## src/rtl/i2c_slave_read_bit.sv

```systemverilog
// ============================================================================
// i2c_slave_read_bit : samples one I2C data bit during SCL high, reports on fall
// Rev 1.0 - initial release
// ============================================================================
`default_nettype none

module i2c_slave_read_bit (
  input  logic clk,
  input  logic rst_n,
  input  logic enable,
  input  logic scl,
  input  logic sda,
  output logic data,
  output logic error,
  output logic finish
);

  localparam logic [0:0] IDLE = 1'b0;
  localparam logic [0:0] BUSY = 1'b1;

  logic [0:0] state_q, state_d;
  logic       data_q, data_d;
  logic       error_q, error_d;
  logic       finish_q, finish_d;
  logic       scl_q;
  logic       scl_fall;

  assign scl_fall = scl_q & ~scl;

  always_comb begin
    state_d  = state_q;
    data_d   = data_q;
    error_d  = error_q;
    finish_d = 1'b0;
    case (state_q)
      IDLE: begin
        if (enable) begin
          if (scl) begin
            data_d  = sda;
            error_d = 1'b0;
            state_d = BUSY;
          end else begin
            // Enable outside the high phase: report an invalid bit at once
            finish_d = 1'b1;
            error_d  = 1'b1;
          end
        end
      end
      BUSY: begin
        // A low SCL takes priority over any simultaneous SDA movement
        if (scl_fall || !scl) begin
          finish_d = 1'b1;
          error_d  = 1'b0;
          state_d  = IDLE;
        end else if (sda != data_q) begin
          finish_d = 1'b1;
          error_d  = 1'b1;
          state_d  = IDLE;
        end
      end
      default: state_d = IDLE;
    endcase
  end

  always_ff @(posedge clk or negedge rst_n) begin
    if (!rst_n) begin
      state_q  <= IDLE;
      data_q   <= 1'b0;
      error_q  <= 1'b0;
      finish_q <= 1'b0;
      scl_q    <= 1'b1;
    end else begin
      state_q  <= state_d;
      data_q   <= data_d;
      error_q  <= error_d;
      finish_q <= finish_d;
      scl_q    <= scl;
    end
  end

  assign data   = data_q;
  assign error  = error_q;
  assign finish = finish_q;

endmodule

`default_nettype wire

```

## config.mk

```make
export PLATFORM = sky130hd
export DESIGN_NAME = i2c_slave_read_bit
export DESIGN_NICKNAME = d
export VERILOG_FILES = /design/src/rtl/i2c_slave_read_bit.sv
export SDC_FILE = /design/constraint.sdc
export NUM_CORES = 1
export LEC_CHECK = 0
export CORE_AREA = 5 5 42 44
export DETAILED_ROUTE_END_ITERATION = 10
export DIE_AREA = 0 0 47 49
export SKIP_LAST_GASP = 1
export SYNTH_ARGS = -nofsm -noshare
export SYNTH_HDL_FRONTEND = slang
export SYNTH_SLANG_ARGS = --single-unit
export TNS_END_PERCENT = 100
```

## constraint.sdc

```tcl
create_clock -name clk -period 1.67 [get_ports clk]
set_clock_uncertainty 0.05 [all_clocks]
set_input_delay 0.4175 -clock clk [delete_from_list [all_inputs] [get_ports clk]]
set_output_delay 0.4175 -clock clk [all_outputs]
set_load 0.05 [all_outputs]
```

== Word-level counts from Yosys, hierarchy flattened ==
Cells that the tools add are included.

* Register bits after elaboration: 5
* Input bits: 5
* Output and inout bits: 3
* Logic and storage cells: 29

* Equality and inequality tests: 3
* Mux-type cells: 14
* Bitwise logic cells: 3
* Reduce and logical (&&, ||, !) cells: 4

{| class="wikitable"
|+ Operators by type and width
! kind !! number
|-
| $mux W1 || 11
|-
| $pmux W1 S2 || 3
|-
| $ne A3 B1 Y1 const B || 1
|-
| $reduce_and A3 Y1 || 1
|-
| $ne A2 B2 Y1 const B || 1
|-
| $not A1 Y1 || 2
|-
| $reduce_and A2 Y1 || 1
|-
| $and A1 B1 Y1 || 1
|-
| $logic_not A1 Y1 || 1
|-
| $logic_or A1 B1 Y1 || 1
|-
| $ne A1 B1 Y1 || 1
|}

== Logic depth before layout (Yosys ltp) ==
* Depth in word-level cells: 5
* Gate-level depth with buffers: 3

== Least setup slack after synthesis ==
OpenSTA, ideal clock, no wires.

* Kind: reg2reg
* Start point: register data_q (netlist: data)
* End point: register error_q (netlist: error)
* Arrival: 1,173 ps
* Data required time: 1,541 ps
* Path slack: 368 ps
* Stages on the path, launching flop included: 4
* Clock period less this slack: 1,302 ps
* Path through: dfrtp_1 xnor2_1 a21oi_1 mux2i_1

* Longest elaborated chain between the ends: 3

{| class="wikitable"
|+ Ends and longest elaborated chain
! item !! line !! text
|-
| start: declaration || 22 || <nowiki>logic data_q, data_d;</nowiki>
|-
| start signal: assignment || 74 || <nowiki>data_q <= data_d;</nowiki>
|-
| $ne A1 B1 Y1 || 55 || <nowiki>end else if (sda != data_q) begin</nowiki>
|-
| $ne A3 B1 Y1 (no source line) || - ||
|-
| $reduce_and A2 Y1 (no source line) || - ||
|-
| end signal: assignment || 75 || <nowiki>error_q <= error_d;</nowiki>
|-
| end: declaration || 23 || <nowiki>logic error_q, error_d;</nowiki>
|}

No other way between the ends.
A chain may end at the register's enable or synchronous reset.

== Final worst setup path ==
* Start point: input scl
* End point: register error_q (netlist: error)

* Longest elaborated chain between the ends: 5
* Elaborated cells between the ends (all ways): 10
* Those cells by class: 1 x eq/ne; 4 x mux; 2 x bitwise; 3 x reduce/logical

{| class="wikitable"
|+ Ends and longest elaborated chain
! item !! line !! text
|-
| start: declaration || 11 || <nowiki>input logic scl,</nowiki>
|-
| $not A1 Y1 || 28 || <nowiki>assign scl_fall = scl_q & ~scl;</nowiki>
|-
| $and A1 B1 Y1 || 28 ||
|-
| $logic_or A1 B1 Y1 || 51 || <nowiki>if (scl_fall || !scl) begin</nowiki>
|-
| $mux W1 / $ne A3 B1 Y1 (equally long branches) || - ||
|-
| $pmux W1 S2 / $reduce_and A2 Y1 (equally long branches) || - ||
|}

Several ways; a longest one is shown, not always the timed one. The select of a mux whose other input is x is not followed.

==> out/summary.txt <==
DR vias/cell: 3.47
unrepaired setup endpoints after global routing: false
port bufs: 7
clock-pin transition on the worst setup and hold timing paths: 0.04 ns
Setup WS post-layout: 0.312 ns
Routed WL: 382 um
syn nets: 23
Setup-failing EPs final: 0
FF+latch count, synth: 4
YS warnings: 0
share of post-route cells with drive strength above 1: 0.259
Startpoint Class: primary input
drt drc: 0
Clock Sinks: 4
Die H: 49 um
GRT Overall Usage: 0.0417
Final Cell Area: 333 um^2
max-slew violations: 0
pre-CTS setup slack: 0.0722 ns
Crit Path Max Fanout: 4
via count: 149
die area: 2300 um^2
synth unique cells: 9
Die W: 47 um
Final nets: 35
Least-Margin Pin Slew: 0.251 ns
Worst VDD drop: 0.325 mV
Final ANT Viol Nets: 0
total CTS buffers: 3
Max Fclk: 0.736 GHz
Initial Utilization: 0.136
Avg WL per Cell: 8.88 um
cts hold-fix bufs: 0
clock buffer depth: 2
Tmin final: 1.36 ns
Placement Cell Area: 310 um^2
CTS tree: done
Syn Inst Count: 17
vias in the first global route: 168
crit path DAT: 1.46 ns
Worst-Skew Late Latency: 0.23 ns
Pwr Density: 1240 nW/um^2
final worst path period share: 0.813
Mapped Area: 190 um^2
hold crit path type: primary input to async pin
Starting DRT DRC Count: 2
core area: 1400 um^2
max cap viols: 0
root buf cell: clkbuf_4
antenna diode count: 0
CP Capture Type: register
Setup Total Neg Slack: 0 ns
row count: 14
Avg Cell Area, Syn: 11.2 um^2
Final Hold Viols: 0
largest net degree at the start of global routing: 6
first-pass GRT wire length: 607 um
grt ovf: 0
total design power: 0.412 mW
initial antenna violation count: 0
IO Count: 8
PostCTS Resize Cnt: 0
Slew HR: 0.832
post-CTS setup buffer count: 0
status: completed
placer congestion estimate: 0.598
H-tree depth: 1
sequential area share after synthesis: 0.526
P&R area growth vs syn: 75.0%
Pre-Repair DR Iteration Count: 2
leakage: 0.152 nW
critical path class: primary input to register
Req. time, crit path: 1.77 ns
## final timing paths
check                                       start                end  slack, ns  depth (start not counted)
max in group asynchronous                   rst_n   data$_DFFE_PN0P_       1.08                          1
worst max register to register   data$_DFFE_PN0P_  error$_DFFE_PN0P_       0.56                          3
worst min register to register  error$_DFFE_PN0P_  error$_DFFE_PN0P_       0.51                          2
worst max-delay path                          scl  error$_DFFE_PN0P_       0.31                          4
min in group clk                error$_DFFE_PN0P_  error$_DFFE_PN0P_       0.51                          2
worst min-delay path                        rst_n  state_q$_DFF_PN0_       0.33                          1
## layout make-up
type | count | area [um^2]
Multi-Input combinational cell | 11 | 82.6
Inverter | 2 | 7.51
Tap cell | 16 | 20.0
Clock buffer | 3 | 22.5
Timing Repair Buffer | 7 | 100
Fill cell | 161 | 1070
Sequential cell | 4 | 100
## cell families after synthesis
kind of cell,after synthesis,synth area share
fa+ha+maj,1,0.0658
xor+xnor,1,0.0461
mux,3,0.164
compound gates,3,0.0789
buf+inv,2,0.0395
simple gates,3,0.0790
flops,4,0.526
## where the power goes
group | switching, mW | leakage (nW) | internal, mW
registers | 0.0193 | 0.0488 | 0.114
logic | 0.0794 | 0.0894 | 0.0825
clock network | 0.0365 | 0.0138 | 0.0802
## metrics by stage
stage               instances   util  hold slack, ns
floorplan                  17      -          0.0719
global placement           40  0.221           0.514
detailed placement         40  0.221           0.514
CTS                        43  0.238           0.329
global route               43  0.238           0.339
finish                     43  0.238           0.333
## layout by cell type (no fill, tap or decap), drive strengths merged
cell           instances
ha                     1
nand3b                 1
clkbuf                 3
buf                    3
clkdlybuf4s50          4
mux2i                  2
mux2                   1
dfrtp                  4
nor2                   2
a21oi                  3
xnor2                  1
inv                    2
## routing by layer
| metal | wire (um) | global-route usage | up-vias |
|---|---|---|---|
| met5 | 0 | 0 | - |
| met4 | 0 | 0.0691 | 0 |
| met3 | 43 | 0.0185 | 0 |
| met2 | 203 | 0.0520 | 4 |
| met1 | 135 | 0.0356 | 67 |
| li1 | - | - | 78 |
## cell usage after synthesis
cell      instances  share of area
dfrtp_1           4           0.53
a21oi_1           3          0.079
inv_1             2          0.039
mux2i_1           2           0.11
nor2_1            2          0.039
ha_1              1          0.066
mux2_2            1          0.059
nand3b_1          1          0.039
xnor2_1           1          0.046
## state kept, by name, indices dropped and copies added, names as in the netlist
register / cells
state_q: 1
error: 1
finish: 1
data: 1
## worst max-delay path: stages
cell,delay [ns]
clkdlybuf4s50_1,0.47
ha_1,0.22
a21oi_1,0.15
mux2i_1,0.20
(Power assumes the default switching activity.)
